`config.mk`:
```
export PLATFORM = sky130hd
export DESIGN_NAME = y86_regfile_sb
export DESIGN_NICKNAME = d
export VERILOG_FILES = /design/src/rtl/y86_pkg.sv /design/src/rtl/y86_sb_counter.sv /design/src/rtl/y86_regfile_sb.sv
export SDC_FILE = /design/constraint.sdc
export NUM_CORES = 2
export LEC_CHECK = 0
export ABC_AREA = 1
export CORE_AREA = 10 10 485 345
export DETAILED_ROUTE_END_ITERATION = 8
export DIE_AREA = 0 0 495 355
export GPL_TIMING_DRIVEN = 0
export HOLD_SLACK_MARGIN = 0.02
export PLACE_DENSITY = 0.57
export REMOVE_ABC_BUFFERS = 1
export SLEW_MARGIN = 5
export SYNTH_ARGS = -nofsm -noshare
export SYNTH_HDL_FRONTEND = slang
export SYNTH_HIERARCHICAL = 1
export SYNTH_SLANG_ARGS = --single-unit
```
`constraint.sdc`:
```
create_clock -name clk -period 64.7 [get_ports clk]
set_input_delay 12.94 -clock clk [delete_from_list [all_inputs] [get_ports clk]]
set_output_delay 12.94 -clock clk [all_outputs]
set_load 0.02 [all_outputs]
```
`src/rtl/y86_pkg.sv`:
```
// y86_pkg: register index constants and index helpers shared by the Y86 register file.
package y86_pkg;

  typedef logic [3:0] regidx_t;

  localparam regidx_t RAX   = 4'h0;
  localparam regidx_t RCX   = 4'h1;
  localparam regidx_t RDX   = 4'h2;
  localparam regidx_t RBX   = 4'h3;
  localparam regidx_t RSP   = 4'h4;
  localparam regidx_t RBP   = 4'h5;
  localparam regidx_t RSI   = 4'h6;
  localparam regidx_t RDI   = 4'h7;
  localparam regidx_t R8    = 4'h8;
  localparam regidx_t R9    = 4'h9;
  localparam regidx_t R10   = 4'hA;
  localparam regidx_t R11   = 4'hB;
  localparam regidx_t R12   = 4'hC;
  localparam regidx_t R13   = 4'hD;
  localparam regidx_t R14   = 4'hE;
  localparam regidx_t RNONE = 4'hF;

  // NREGS never exceeds 2^ADDR_W - 1, so the all-ones RNONE index is always out of range.
  function automatic logic is_none(input int unsigned idx, input int unsigned nregs);
    return idx >= nregs;
  endfunction

endpackage

```
`src/rtl/y86_sb_counter.sv`:
```
// y86_sb_counter: saturating up/down count of outstanding writes to one register.
// Build option: REGFILE_BYPASS_EN adds the 'last' output (exactly one write outstanding).
module y86_sb_counter #(
  parameter int MAX = 3,
  parameter int CW  = $clog2(MAX + 1)
) (
  input  logic clk,
  input  logic rst,
  input  logic inc,
  input  logic dec,
  output logic zero,
  output logic full,
  output logic underflow
`ifdef REGFILE_BYPASS_EN
  ,
  output logic last
`endif
);

  logic [CW-1:0] cnt;

  assign zero      = (cnt == '0);
  assign full      = (cnt == CW'(MAX));
  assign underflow = dec & ~inc & zero;

`ifdef REGFILE_BYPASS_EN
  assign last = (cnt == CW'(1));
`endif

  // Simultaneous inc and dec cancel out.
  always_ff @(posedge clk or posedge rst) begin
    if (rst) begin
      cnt <= '0;
    end else if (inc & ~dec & ~full) begin
      cnt <= cnt + 1'b1;
    end else if (dec & ~inc & ~zero) begin
      cnt <= cnt - 1'b1;
    end
  end

endmodule

```
`src/rtl/y86_regfile_sb.sv`:
```
// y86_regfile_sb: Y86 register file with two read ports, two write-back ports and a pending-write scoreboard.
// Build option: REGFILE_BYPASS_EN forwards same-cycle write-back data to the read ports.
module y86_regfile_sb
  import y86_pkg::*;
#(
  parameter int                DATA_W   = 64,
  parameter int                NREGS    = 15,
  parameter int                ADDR_W   = 4,
  parameter int                MAX_INFL = 3,
  parameter logic [DATA_W-1:0] RSP_INIT = '0
) (
  input  logic              clk,
  input  logic              rst,
  input  logic [ADDR_W-1:0] srcA,
  input  logic [ADDR_W-1:0] srcB,
  output logic [DATA_W-1:0] valA,
  output logic [DATA_W-1:0] valB,
  input  logic              issue_vld,
  input  logic [ADDR_W-1:0] issue_dstE,
  input  logic [ADDR_W-1:0] issue_dstM,
  output logic              stall,
  input  logic              wb_vld,
  input  logic [ADDR_W-1:0] wb_dstE,
  input  logic [ADDR_W-1:0] wb_dstM,
  input  logic [DATA_W-1:0] wb_valE,
  input  logic [DATA_W-1:0] wb_valM,
  output logic              sb_err
);

  logic [DATA_W-1:0] regs [NREGS];
  logic [NREGS-1:0]  inc, dec, zero, full, uflow;
  logic [DATA_W-1:0] arr_a, arr_b;
  logic              busy_a, busy_b, fwd_a, fwd_b, full_hit, issue_acc;
  logic              ie_ok, im_ok, we_ok, wm_ok;

  assign ie_ok = !is_none(32'(issue_dstE), NREGS);
  assign im_ok = !is_none(32'(issue_dstM), NREGS);
  assign we_ok = !is_none(32'(wb_dstE), NREGS);
  assign wm_ok = !is_none(32'(wb_dstM), NREGS);

  // Out-of-range indices match no entry, so they read as 0 and are never busy.
  always_comb begin
    arr_a  = '0;
    arr_b  = '0;
    busy_a = 1'b0;
    busy_b = 1'b0;
    for (int r = 0; r < NREGS; r++) begin
      if (srcA == ADDR_W'(r)) begin
        arr_a  = regs[r];
        busy_a = ~zero[r];
      end
      if (srcB == ADDR_W'(r)) begin
        arr_b  = regs[r];
        busy_b = ~zero[r];
      end
    end
  end

`ifdef REGFILE_BYPASS_EN
  logic [NREGS-1:0] last;
  logic             last_a, last_b;

  always_comb begin
    last_a = 1'b0;
    last_b = 1'b0;
    for (int r = 0; r < NREGS; r++) begin
      if (srcA == ADDR_W'(r)) last_a = last[r];
      if (srcB == ADDR_W'(r)) last_b = last[r];
    end
  end

  // Forward only when the retiring write is the last one outstanding.
  assign fwd_a = wb_vld & last_a & ((srcA == wb_dstM) | (srcA == wb_dstE));
  assign fwd_b = wb_vld & last_b & ((srcB == wb_dstM) | (srcB == wb_dstE));
  assign valA  = fwd_a ? ((srcA == wb_dstM) ? wb_valM : wb_valE) : arr_a;
  assign valB  = fwd_b ? ((srcB == wb_dstM) ? wb_valM : wb_valE) : arr_b;
`else
  assign fwd_a = 1'b0;
  assign fwd_b = 1'b0;
  assign valA  = arr_a;
  assign valB  = arr_b;
`endif

  always_comb begin
    dec = '0;
    for (int r = 0; r < NREGS; r++) begin
      dec[r] = wb_vld & ((we_ok & (wb_dstE == ADDR_W'(r))) |
                         (wm_ok & (wb_dstM == ADDR_W'(r))));
    end
  end

  // A full register may still accept a tag if it retires one in the same cycle.
  always_comb begin
    full_hit = 1'b0;
    for (int r = 0; r < NREGS; r++) begin
      if (full[r] & ~dec[r] &
          ((issue_dstE == ADDR_W'(r)) | (issue_dstM == ADDR_W'(r)))) begin
        full_hit = 1'b1;
      end
    end
  end

  assign stall     = issue_vld & ((busy_a & ~fwd_a) | (busy_b & ~fwd_b) | full_hit);
  assign issue_acc = issue_vld & ~stall;

  always_comb begin
    inc = '0;
    for (int r = 0; r < NREGS; r++) begin
      inc[r] = issue_acc & ((ie_ok & (issue_dstE == ADDR_W'(r))) |
                            (im_ok & (issue_dstM == ADDR_W'(r))));
    end
  end

  for (genvar r = 0; r < NREGS; r++) begin : g_cnt
    y86_sb_counter #(
      .MAX(MAX_INFL)
    ) u_cnt (
      .clk      (clk),
      .rst      (rst),
      .inc      (inc[r]),
      .dec      (dec[r]),
      .zero     (zero[r]),
      .full     (full[r]),
      .underflow(uflow[r])
`ifdef REGFILE_BYPASS_EN
      ,
      .last     (last[r])
`endif
    );
  end

  // M port wins when both write-back ports target the same register.
  always_ff @(posedge clk or posedge rst) begin
    if (rst) begin
      for (int r = 0; r < NREGS; r++) begin
        regs[r] <= (r == int'(RSP)) ? RSP_INIT : '0;
      end
    end else if (wb_vld) begin
      for (int r = 0; r < NREGS; r++) begin
        if (wb_dstM == ADDR_W'(r)) begin
          regs[r] <= wb_valM;
        end else if (wb_dstE == ADDR_W'(r)) begin
          regs[r] <= wb_valE;
        end
      end
    end
  end

  always_ff @(posedge clk or posedge rst) begin
    if (rst) begin
      sb_err <= 1'b0;
    end else if (|uflow) begin
      sb_err <= 1'b1;
    end
  end

endmodule

```
======== Yosys cells after proc, flatten, opt, wreduce, memory -nomap -nowiden ========
Index checks and enable logic that the tools add are counted.
word-level totals
  bits in registers ....................... 991
  latch bits .............................. 0
  memory bits (writable) .................. 0
  memory bits (read-only) ................. 0
  input bits .............................. 156
  output and inout port bits .............. 130
  word-level logic and storage cells ...... 675
  memories ................................ 0
cells by class
  add/sub/neg operators ................... 30
  multiply operators ...................... 0
  div/mod/pow operators ................... 0
  $lt $le $gt $ge ......................... 4
  eq/ne operators ......................... 99
  shift operators ......................... 0
  multiplexer cells ....................... 135
  bitwise operators ....................... 305
  reduce and logical (&&, ||, !) cells .... 71
operators with widths
  kind                                                       number
  2-to-1 mux 64 bit                                          60
  bitwise AND 1 bit                                          197
  equality test 4 bit (second input constant)                42
  equality test 4 x 3 -> 1 bit (second input constant)       24
  NOT 1 bit                                                  61
  2-to-1 mux 2 bit                                           30
  nonzero test 2 bit                                         30
  equality test 4 x 2 -> 1 bit (second input constant)       12
  OR 1 bit                                                   47
  2-to-1 mux 1 bit                                           45
  adder 2 x 1 -> 2 bit (second input constant)               15
  equality test 2 bit (second input constant)                15
  logical NOT 2 bit                                          15
  AND reduction 2 bit                                        15
  subtractor 2 x 1 -> 2 bit (second input constant)          15
  equality test 4 x 1 -> 1 bit (second input constant)       6
  logical NOT 4 bit                                          6
  greater-or-equal comparator 4 bit (second input constant)  4
  OR reduction 15 bit                                        1
  logical NOT 1 bit                                          4

======== Depth between registers and ports, before layout ========
  word-level depth ........................ 33
  depth in mapped cells ................... 23
  depth with buffers taken out ............ 22

======== Hierarchy ========
The synthesis kept the hierarchy.
by module, submodules not included
  module          times used  cells each  area each (um^2)  seq. area each (um^2)
  y86_regfile_sb  1           8909        59022.9           24048.1
  y86_sb_counter  15          24          143.9             50.0

======== Least setup slack after synthesis ========
No wires, ideal clock.
  path kind ............................... in2out
  from .................................... input port srcA[0]
  to ...................................... output port stall
  arrival ................................. 14.501 ns
  required time ........................... 51.760 ns
  path slack .............................. 37.259 ns
  stages on the path ...................... 13
  buffers on the path ..................... 0
  cells stage by stage .................... inv_1 nand2_1 nor2_1 inv_1 nor2_1 nor3_1 nand4_1 nand2_1 nand4_1 nand2_1 nand2_1 nand2_1 a21boi_0
on the way
  cells in the longest elaborated chain, start to end .. 19
  elaborated cells between the ends (all ways) .. 33
  classes of those cells .................. 14 x eq/ne; 15 x mux; 3 x bitwise; 1 x reduce/logical
RTL lines
  what                            RTL line               RTL
  from (decl)                     y86_regfile_sb.sv:14   input logic [ADDR_W-1:0] srcA,
  logical NOT 4 bit               y86_regfile_sb.sv:48   if (srcA == ADDR_W'(r)) begin
  2-to-1 mux 1 bit (14 in a row)  y86_regfile_sb.sv:48
  2-to-1 mux 1 bit (*)            y86_regfile_sb.sv:48
  OR 1 bit (*) (2 in a row)       y86_regfile_sb.sv:103  assign stall = issue_vld & ((busy_a & ~fwd_a) | (busy_b & ~fwd_b) | full_hit);
  bitwise AND 1 bit (*)           y86_regfile_sb.sv:103
  to (decl)                       y86_regfile_sb.sv:21   output logic stall,
Mark *: on every way between the ends. The rest lies on a longest branch, timed or not.

======== Worst setup path in the final report ========
  from .................................... input port srcB[3]
  to ...................................... output port valB[55]
on the way
  cells in the longest elaborated chain, start to end .. 16
  elaborated cells between the ends (all ways) .. 30
  classes of those cells .................. 14 x eq/ne; 15 x mux; 1 x reduce/logical
RTL lines
  what                             RTL line              RTL
  from (decl)                      y86_regfile_sb.sv:15  input logic [ADDR_W-1:0] srcB,
  logical NOT 4 bit                y86_regfile_sb.sv:52  if (srcB == ADDR_W'(r)) begin
  2-to-1 mux 64 bit (14 in a row)  y86_regfile_sb.sv:52
  2-to-1 mux 64 bit (*)            y86_regfile_sb.sv:52
  to (decl)                        y86_regfile_sb.sv:17  output logic [DATA_W-1:0] valB,
Marked as above.

==> metrics.txt <==
critical path launch point=srcB[3]; routed wire length per instance=25.4 um; Remaining Overflow, GRT=0; Setup violations, final=0; PwrDens=28.6 mW/mm2; Starting Density=0.388; ANT nets after route=0; number of synthesis warnings=6; number of H-tree levels=3; Unique masters post-synth=28; Crit path arrival time=17530 ps; number of DRC markers in iteration 0=9071; Worst Setup EP=valB[55]; CP Launch Type=primary input; unrepaired setup endpoints after global routing=no; Layout Nets=9171; final core utilization=0.453; vias post-DR=66900; Hold WS=542 ps; crit end category=output pin; peak supply drop=0.0000227 V; number of port buffers=285; post-cts sizing count=0; Synth Cell Area=0.0612 mm2; Max Cap Viol=1; Hold Buf Count CTS=0; Die Span Y=355 um; r2r setup slk=61060 ps; Hold Fails Final Rpt=0; Post-synth ARST share=1.00; clk_skew=6.32 ps; count leader, synth=nand2_1; status=finished, violations left; crit-path max cell delay=720 ps; clk_lat worst skew=750 ps; Achievable Freq=32.8 MHz; critical-path maximum fanout=29; Leak Pwr=30.9 nW; max_slew headroom=0.0172; number of I/O pins=286; dpl hpwl=177000 um; FF-to-FF End=sb_err$_DFFE_PP0P_; worst endpoint required time=51760 ps; TritonCTS clock tree=built; core box area=0.158 mm2; CTS root buf=clkbuf_16; Post-synth top cells=nand2_1 (2841), nor2_1 (1021), dfrtp_1 (991); Sink Count=991; period utilization=0.471; first-pass GRT wire length=417000 um; worst slew pin tran=1470 ps; clock buffer depth=3; worst r2r src=g_cnt[1].u_cnt/cnt[1]$_DFFE_PP0P_; gpl congestion=0.858; Top cell by count, worst path=nand4_1; Synth top area share=0.405; Fillers=15700; Post-Route WL=285000 um; number of global-route vias before repair=62200; HP Class=flop to flop; DRT Pass-1 Iters=6; number of synthesized flops with an enable pin=0; post-CTS setup buffer count=0; DR DRC count=0; worst r2r path cells=22; violated checks=max-capacitance violations; Yosys reg bits=991; Slowest cell on crit path=nand2_2; Worst-path clk slew=60 ps; synthesized instance count=9269; Avg Cell Area, Syn=6.60 um2; Die Area=0.176 mm2; critical path depth=14; gr usage total=0.310; vias per cell=5.97; crit-path cells=clkdlybuf4s50_1 > nor2_1 > nand2_2 > clkinv_2 > buf_16 > nand2_1 > o221ai_1 > a21oi_1 > nand4_1 > nand2_1 > nand4_1 > nor2_1 > nand4_1 > clkdlybuf4s50_1; # rows=122; CP Buf/Inv Count=4; prevailing post-synth register cell=dfrtp_1; CTS Buf Count=111; setup TNS=0 ps; DIE WIDTH=495 um; top cells by area, synth=dfrtp_1 (41%), nand2_1 (17%), o21ai_0 (7.3%), nor2_1 (6.3%), a31oi_1 (5.6%); critical path class=primary input to output pin; pin count of the biggest net entering global routing=116; initial antenna violation count=11; sequential-to-total area share from yosys stat=0.405; share of cells above drive strength 1=0.0483; Area growth, synth to finish=16.5%; Largest delay share family, worst path=buffers and inverters; largest area contributor in the netlist=dfrtp_1; max-slew violations=0; Final min period=30470 ps; total power=2.04 mW
-- placed cells by master, fill, tap and decap left out, types with 20 or more instances in the layout --
cell                n
nand3_1           658
clkdlybuf4s50_1   285
nor2_1            998
nand4_1           313
nand2_1          2820
a21oi_1           231
clkbuf_16         116
a31oi_1           549
o221ai_1           68
clkbuf_8           22
buf_12             79
buf_16             73
o21ai_0           897
nor2_4             26
nor4_1             23
dfrtp_1           991
o2111ai_1          20
inv_1             666
nor3_1             26
o22ai_1            75
clkbuf_1           32
-- cell type report --
type	instances	area, um2	area share
Clock buffer	170	3330	0.0467
Antenna cell	6	15.0	0.000211
Inverter	709	2770	0.0389
Tap cell	2108	2640	0.0370
Sequential cell	991	24800	0.348
Timing Repair Buffer	439	6470	0.0908
Clock inverter	22	253	0.00355
Multi-Input combinational cell	6763	31000	0.435
-- worst min path at each step --
stage | start | endpoint | slack [ps] | cells after the start
detailed placement | sb_err$_DFFE_PP0P_ | sb_err$_DFFE_PP0P_ | 530 | 2
global placement | regs[472]$_DFFE_PP0P_ | regs[472]$_DFFE_PP0P_ | 530 | 2
global route | regs[213]$_DFFE_PP0P_ | regs[213]$_DFFE_PP0P_ | 560 | 2
CTS | regs[898]$_DFFE_PP0P_ | regs[898]$_DFFE_PP0P_ | 550 | 2
floorplan | regs[466]$_DFFE_PP0P_ | regs[466]$_DFFE_PP0P_ | 510 | 2
finish | sb_err$_DFFE_PP0P_ | sb_err$_DFFE_PP0P_ | 540 | 2
-- routing by layer --
layer,vias to the layer above,track usage,routed length [um]
met1,31700,0.423,116000
met3,841,0.0673,32800
met2,4244,0.472,122000
li1,30100,-,-
met4,4,0.136,14100
met5,-,0,23
-- cell families after synthesis --
logic type / after synthesis / synth area share
AO/OA/AOI/OAI: 1842 / 0.169
AND/OR/NAND/NOR: 4921 / 0.332
buffers and inverters: 1515 / 0.0935
flip-flops: 991 / 0.405
-- where the power goes --
| group | switching, mW | internal, mW |
|---|---|---|
| clock | 0.283 | 0.370 |
| combinational | 0.326 | 0.183 |
| sequential | 0.0993 | 0.777 |
| total | 0.708 | 1.33 |
-- through the flow --
stage / worst slack (ps) / cells / instance area, um2
after floorplan: 24730 / 8463 / 58100
after CTS: 34320 / 11200 / 71300
after detailed placement: 34330 / 11000 / 67700
after global routing: 34120 / 11200 / 71300
after global placement: 4270 / 10900 / 63600
final: 34230 / 11200 / 71300
-- state kept, by name (all words and copies together) (netlist names) --
register	count
regs	960
g_cnt.u_cnt/cnt	30
sb_err	1
-- tightest hold or removal path: cells and delay by family (launching register included) --
kind | cells | cell delay [ps]
DFF | 1 | 370
and+or+nand+nor | 2 | 130
(Power assumes the default switching activity.)
